<file path="src/rtl/btb_pkg.sv">
// Shared types for the BTB port scheduler: default index width, tag width,
// table entry layout, queued update record and scheduler state.
package btb_pkg;

    localparam int IDX_W_DEF = 6;
    localparam int TAG_W     = 30 - IDX_W_DEF;

    // One BTB table entry as stored in the array.
    typedef struct packed {
        logic             valid;
        logic             taken;
        logic [TAG_W-1:0] tag;
        logic [31:0]      target;
    } btb_entry_t;

    // One resolved-branch update waiting for the table port.
    typedef struct packed {
        logic [31:0] pc;
        logic [31:0] target;
        logic        taken;
    } upd_req_t;

    typedef enum logic {
        CLEAR,
        RUN
    } state_t;

endpackage

</file>
<file path="src/rtl/btb_upd_fifo.sv">
// Index-coalescing update queue. A push whose table index matches a resident
// entry (other than a head that is leaving this cycle) overwrites that entry
// in place; otherwise it appends. Full/empty use one extra pointer bit.
module btb_upd_fifo
    import btb_pkg::*;
#(
    parameter int IDX_W  = IDX_W_DEF,
    parameter int QDEPTH = 4
) (
    input  logic     clk_i,
    input  logic     rst_i,
    input  logic     clear,
    input  logic     push,
    input  upd_req_t push_data,
    input  logic     pop,
    output upd_req_t head,
    output logic     full,
    output logic     empty,
    output logic     coalesce
);

    localparam int PTR_W = $clog2(QDEPTH);

    logic [PTR_W:0]   wr_ptr;
    logic [PTR_W:0]   rd_ptr;
    logic [PTR_W:0]   count;
    logic [PTR_W-1:0] rd_slot;
    logic [PTR_W-1:0] wr_slot;
    logic [PTR_W-1:0] hit_slot;
    logic             hit;
    upd_req_t         mem [QDEPTH];

    assign rd_slot  = rd_ptr[PTR_W-1:0];
    assign wr_slot  = wr_ptr[PTR_W-1:0];
    assign count    = wr_ptr - rd_ptr;
    assign empty    = (wr_ptr == rd_ptr);
    assign full     = (count == (PTR_W+1)'(QDEPTH));
    assign head     = mem[rd_slot];
    assign coalesce = push && hit;

    // Find a resident entry with the pushed index that is not being popped.
    always_comb begin
        // NOTE: every combinational output gets a default first so no path leaves it unassigned (no latch).
        hit      = 1'b0;
        hit_slot = '0;
        for (int i = 0; i < QDEPTH; i++) begin
            if (({1'b0, PTR_W'(i) - rd_slot} < count) &&
                (mem[i].pc[IDX_W+1:2] == push_data.pc[IDX_W+1:2]) &&
                !(pop && (PTR_W'(i) == rd_slot))) begin
                hit      = 1'b1;
                hit_slot = PTR_W'(i);
            end
        end
    end

    // Entry storage: overwrite the matching slot or fill the tail slot.
    // NOTE: storage has no reset; which slots are live is defined by the pointers alone.
    always_ff @(posedge clk_i) begin
        if (push) begin
            mem[hit ? hit_slot : wr_slot] <= push_data;
        end
    end

    // Pointer update; clear (flush) wins over a same-cycle push or pop.
    always_ff @(posedge clk_i) begin
        // NOTE: sequential state uses non-blocking assignments so every register samples pre-edge values.
        if (rst_i || clear) begin
            wr_ptr <= '0;
            rd_ptr <= '0;
        end else begin
            if (push && !hit) wr_ptr <= wr_ptr + (PTR_W+1)'(1);
            if (pop)          rd_ptr <= rd_ptr + (PTR_W+1)'(1);
        end
    end

endmodule

</file>
<file path="src/rtl/btb_port_sched.sv">
// Single-port BTB scheduler: clear sweep after reset/flush, then per-cycle
// arbitration between fetch lookups and queued branch updates with a
// starvation limit on lookups. Optional counters under BTB_SCHED_STATS_EN.
module btb_port_sched
    import btb_pkg::*;
#(
    parameter int IDX_W      = IDX_W_DEF,
    parameter int QDEPTH     = 4,
    parameter int STARVE_MAX = 8
) (
    input  logic              clk_i,
    input  logic              rst_i,
    input  logic              flush_i,
    input  logic              lkp_req_i,
    input  logic [31:0]       lkp_pc_i,
    output logic              lkp_gnt_o,
    output logic              lkp_rvalid_o,
    input  logic              upd_valid_i,
    input  logic [31:0]       upd_pc_i,
    input  logic [31:0]       upd_target_i,
    input  logic              upd_taken_i,
    output logic              upd_ready_o,
    output logic              busy_o,
    output logic              tbl_en_o,
    output logic              tbl_we_o,
    output logic [IDX_W-1:0]  tbl_addr_o,
    output logic [63-IDX_W:0] tbl_wdata_o
`ifdef BTB_SCHED_STATS_EN
    ,
    output logic [31:0]       wr_cnt_o,
    output logic [31:0]       stall_cnt_o,
    output logic [31:0]       coal_cnt_o
`endif
);

    localparam int            SW         = $clog2(STARVE_MAX + 1);
    localparam logic [SW-1:0] STARVE_LIM = SW'(STARVE_MAX);

    state_t           state, next_state;
    logic [IDX_W-1:0] sweep, next_sweep;
    logic [SW-1:0]    starve;
    logic             gnt_dly;
    logic             push, pop;
    logic             q_full, q_empty, q_coalesce;
    upd_req_t         q_head, upd_req;

    assign upd_req = '{pc: upd_pc_i, target: upd_target_i, taken: upd_taken_i};
    assign push    = upd_valid_i && upd_ready_o;

    btb_upd_fifo #(
        .IDX_W  (IDX_W),
        .QDEPTH (QDEPTH)
    ) u_fifo (
        .clk_i     (clk_i),
        .rst_i     (rst_i),
        .clear     (flush_i),
        .push      (push),
        .push_data (upd_req),
        .pop       (pop),
        .head      (q_head),
        .full      (q_full),
        .empty     (q_empty),
        .coalesce  (q_coalesce)
    );

    // Next state, sweep address and port arbitration; reset forces outputs low.
    always_comb begin
        next_state  = state;
        next_sweep  = sweep;
        pop         = 1'b0;
        lkp_gnt_o   = 1'b0;
        upd_ready_o = 1'b0;
        busy_o      = 1'b0;
        tbl_en_o    = 1'b0;
        tbl_we_o    = 1'b0;
        tbl_addr_o  = '0;
        tbl_wdata_o = '0;
        case (state)
            CLEAR: begin
                busy_o     = 1'b1;
                tbl_en_o   = 1'b1;
                tbl_we_o   = 1'b1;
                tbl_addr_o = sweep;
                if (flush_i) begin
                    next_sweep = '0;
                end else if (sweep == '1) begin
                    next_state = RUN;
                    next_sweep = '0;
                end else begin
                    next_sweep = sweep + IDX_W'(1);
                end
            end
            RUN: begin
                upd_ready_o = !q_full;
                if (lkp_req_i && (starve < STARVE_LIM)) begin
                    tbl_en_o   = 1'b1;
                    tbl_addr_o = lkp_pc_i[IDX_W+1:2];
                    lkp_gnt_o  = 1'b1;
                end else if (!q_empty) begin
                    tbl_en_o    = 1'b1;
                    tbl_we_o    = 1'b1;
                    tbl_addr_o  = q_head.pc[IDX_W+1:2];
                    tbl_wdata_o = {1'b1, q_head.taken, q_head.pc[31:IDX_W+2], q_head.target};
                    pop         = 1'b1;
                end
                if (flush_i) begin
                    next_state = CLEAR;
                    next_sweep = '0;
                end
            end
            default: next_state = CLEAR;
        endcase
        if (rst_i) begin
            pop         = 1'b0;
            lkp_gnt_o   = 1'b0;
            upd_ready_o = 1'b0;
            busy_o      = 1'b0;
            tbl_en_o    = 1'b0;
            tbl_we_o    = 1'b0;
            tbl_addr_o  = '0;
            tbl_wdata_o = '0;
        end
    end

    // State, sweep counter, starvation counter and read-valid delay.
    always_ff @(posedge clk_i) begin
        if (rst_i) begin
            state   <= CLEAR;
            sweep   <= '0;
            starve  <= '0;
            gnt_dly <= 1'b0;
        end else begin
            state   <= next_state;
            sweep   <= next_sweep;
            gnt_dly <= lkp_gnt_o;
            if (flush_i || pop || q_empty || (state == CLEAR)) begin
                starve <= '0;
            end else if (lkp_gnt_o && (starve < STARVE_LIM)) begin
                starve <= starve + SW'(1);
            end
        end
    end

    assign lkp_rvalid_o = gnt_dly && !rst_i;

`ifdef BTB_SCHED_STATS_EN
    logic [31:0] wr_cnt, stall_cnt, coal_cnt;

    // Event counters; only reset clears them, they wrap naturally.
    always_ff @(posedge clk_i) begin
        if (rst_i) begin
            wr_cnt    <= '0;
            stall_cnt <= '0;
            coal_cnt  <= '0;
        end else begin
            if (pop)                     wr_cnt    <= wr_cnt + 32'd1;
            if (lkp_req_i && !lkp_gnt_o) stall_cnt <= stall_cnt + 32'd1;
            if (q_coalesce && !flush_i)  coal_cnt  <= coal_cnt + 32'd1;
        end
    end

    assign wr_cnt_o    = rst_i ? '0 : wr_cnt;
    assign stall_cnt_o = rst_i ? '0 : stall_cnt;
    assign coal_cnt_o  = rst_i ? '0 : coal_cnt;
`endif

endmodule

</file>
<file path="config.mk">
export PLATFORM = sky130hd
export DESIGN_NAME = btb_port_sched
export DESIGN_NICKNAME = d
export VERILOG_FILES = /design/src/rtl/btb_pkg.sv /design/src/rtl/btb_upd_fifo.sv /design/src/rtl/btb_port_sched.sv
export SDC_FILE = /design/constraint.sdc
export NUM_CORES = 1
export LEC_CHECK = 0
export ABC_CLOCK_PERIOD_IN_PS = 19600
export BUFFER_PORTS_ARGS = -buffer_cell sky130_fd_sc_hd__buf_2
export CAP_MARGIN = 10
export CORE_MARGIN = 2
export CORE_UTILIZATION = 50
export CTS_CLUSTER_SIZE = 24
export DETAILED_ROUTE_END_ITERATION = 6
export HOLD_SLACK_MARGIN = 0.12
export PLACE_DENSITY_LB_ADDON = 0.2
export SYNTH_ARGS = -nofsm -noshare
export SYNTH_HDL_FRONTEND = slang
export SYNTH_SLANG_ARGS = --single-unit
</file>
<file path="constraint.sdc">
create_clock -name clk_i -period 19.6 [get_ports clk_i]
set_clock_uncertainty 0.2 [all_clocks]
set_input_delay 5.88 -clock clk_i [delete_from_list [all_inputs] [get_ports clk_i]]
set_output_delay 5.88 -clock clk_i [all_outputs]
set_load 0.03 [all_outputs]
</file>
==> results.md <==
* Status: complete, no violations
* Routability congestion estimate at 0.8826
* Fin. max-slew vios at 0
* Sequential fraction of the synthesis area at 0.7148
* Sink Count at 272
* NumNets Final at 874
* Longest Clk Path Bufs at 3
* Prevailing post-synth register cell: edfxtp_1
* Vias per std cell at 5.561
* Area occupied by multi-input gates at 3054 µm²
* RSZ-0062 raised after global routing: no
* Pwr/cell area at 89.26 nW/µm²
* Clk slew on worst S/H paths at 0.06 ns
* Drt drc at 0
* Worst reg2reg path depth at 8
* Setup TNS Final at 0 ns
* Synthesized netlist cell count at 604
* Leading cell type in the layout, fill and taps excluded: edfxtp_1
* Power, Total at 1.170 mW
* Post-synth EDFFs at 252
* Later-pin clock latency in the skew report at 0.53 ns
* Critical R2R Launch: state$_SDFF_PP0_
* Ranking of synthesized cells by area: edfxtp_1 68%, mux4_2 13%, dfxtp_1 3.6%, nor2b_1 3.4%, ha_1 1.7%
* Post-route minimum period at 14.19 ns
* Final Cycle Share at 0.7240
* Synth warnings at 0
* Vias in the first global route at 6259
* Post-synth cell types at 50
* Routed len/inst at 20.48 µm
* HP Start: starve[0]$_SDFFE_PP0P_
* Fillers at 1620
* Setup CP Type: in2out
* Hold crit path type: reg2reg
* Gr ovfl total at 0
* Root Driver: clkbuf_16
* Iter 0 DRT Violations at 325
* Finished Core Util at 0.6008
* Full die area at 23500 µm²
* Setup Viol. Count Final at 0
* TritonCTS clock tree: done
* Number of CTS-inserted buffers at 28
* IO Port Bufs at 143
* Area leader, netlist: edfxtp_1
* I/O pin count at 172
* Total GRT Usage at 0.1826
* Detail Route Antenna Nets at 0
* CP arrival at 8.11 ns
* DRT Pass-1 Iters at 5
* Slew @ Worst Pin at 0.9695 ns
* CTS resizes at 0
* CP required at 13.52 ns
* Final Hold Fails at 0
* Synth Register Bits at 272
* Relative slew slack at 0.3537
* Worst hold stages at 1
* Startpoint Class: input pin
* F_max at 70.47 MHz
* Die height at 153.3 µm
* Worst setup EP type: output port
* Placed cell areas at 12200 µm²
* Via count at 5884
* H-tree depth at 1
* Peak supply drop at 0.00006899 V
* Synth Cell Area at 11150 µm²
* Mapped Avg Cell Area at 18.46 µm²
* Sequential cell area at 7975 µm²
* Share of layout cells above drive strength 1 at 0.3514
* Worst Hold End: starve[0]$_SDFFE_PP0P_
* Synth top area share at 0.6789
* Total wire length at 21.67 mm
* Final instance area at 13110 µm²
* Max-cap viol count at 0
* Leakage power at 4.457 nW
* Final HPWL DP at 13.10 mm
* Post-synth ARST share at 0
* Starting Density at 0.5108
* Reg-to-reg setup timing slack at 14.77 ns
* Area grow syn2layout at 17.63%
* Post-CTS setup buffer count at 0
* Die Width at 153.3 µm
* Core box area at 21820 µm²
* Hold-fix buffers at CTS at 0
* Worst r2r dst: u_fifo.mem[3][48]$_DFFE_PP_
* Largest net degree at the start of global routing at 64
* Commonest cells after routing, fill and taps aside: 252 x edfxtp_1, 143 x buf_2, 63 x mux4_2
* First-pass GRT wire length at 33.50 mm
* Post-Syn Nets at 722
* Initial antenna violation count at 2
* CP startpoint: lkp_req_i
* Critical path peak fanout at 38
* Row count at 54
## logic make-up after synthesis
kind of cell,after synthesis,synth area share
buf+inv,41,0.01448
compound gates,39,0.02705
flops,272,0.7148
xor+xnor,32,0.02773
fa+ha+maj,16,0.01863
mux,67,0.1309
simple gates,137,0.06645
## where the power goes
part	internal [mW]	leakage (nW)	switching (mW)
combinational	0.00765	1.58	0.0121
clock	0.308	0.449	0.209
sequential	0.633	2.43	0.000255
## stage by stage
step	cells	hold WS (ns)	worst slack [ns]
detailed placement	1006	0.2445	5.363
CTS	1057	0.2587	5.365
global route	1058	0.2731	5.168
floorplan	604	0.2172	6.073
global placement	1006	0.2281	5.437
finish	1058	0.2545	5.410
## state kept, by name, indices dropped and copies added (netlist names), named ones only
| name | count |
|---|---|
| gnt_dly | 1 |
| starve | 4 |
| state | 1 |
| sweep | 6 |
| u_fifo.mem | 252 |
| u_fifo.rd_ptr | 3 |
| u_fifo.wr_ptr | 3 |
## cells in the mapped netlist (8+ instances only)
cell type	instances
ha_1	15
edfxtp_1	252
xnor2_1	9
nor2_1	29
nand2_1	17
inv_1	11
dfxtp_1	20
mux4_2	63
buf_1	8
nor2b_1	61
a21oi_1	8
nand3_1	12
xor2_1	21
clkbuf_1	17
## worst max-delay path, stage by stage
cell     delay, ns
buf_2         0.09
nor2b_1       0.54
a311o_2       0.64
buf_4         0.55
inv_2         0.16
buf_2         0.22
## area by class of cell
class,instances,share of cell area
Sequential cell,272,0.6082
Multi-Input combinational cell,291,0.2329
Timing Repair Buffer,151,0.05916
Clock buffer,32,0.05620
Tap cell,280,0.02672
Clock inverter,19,0.01317
Inverter,12,0.003435
Antenna cell,1,0.0001908
## worst max-delay path by stage
stage,end,slack [ns],depth (start not counted)
global placement,tbl_wdata_o[57],5.44,6
floorplan,tbl_wdata_o[38],6.07,6
detailed placement,tbl_wdata_o[57],5.36,6
CTS,tbl_wdata_o[57],5.36,6
global route,tbl_wdata_o[57],5.17,6
finish,tbl_wdata_o[57],5.41,6
## routing by layer
layer  global-route usage  up-vias  share of wire
met1               0.2348     3015           0.41
met5                    0        -        0.00051
met4              0.04541        2          0.016
li1                     -     2681              -
met2               0.3153      156           0.51
met3              0.04423       30          0.062
(Power assumes the default switching activity.)
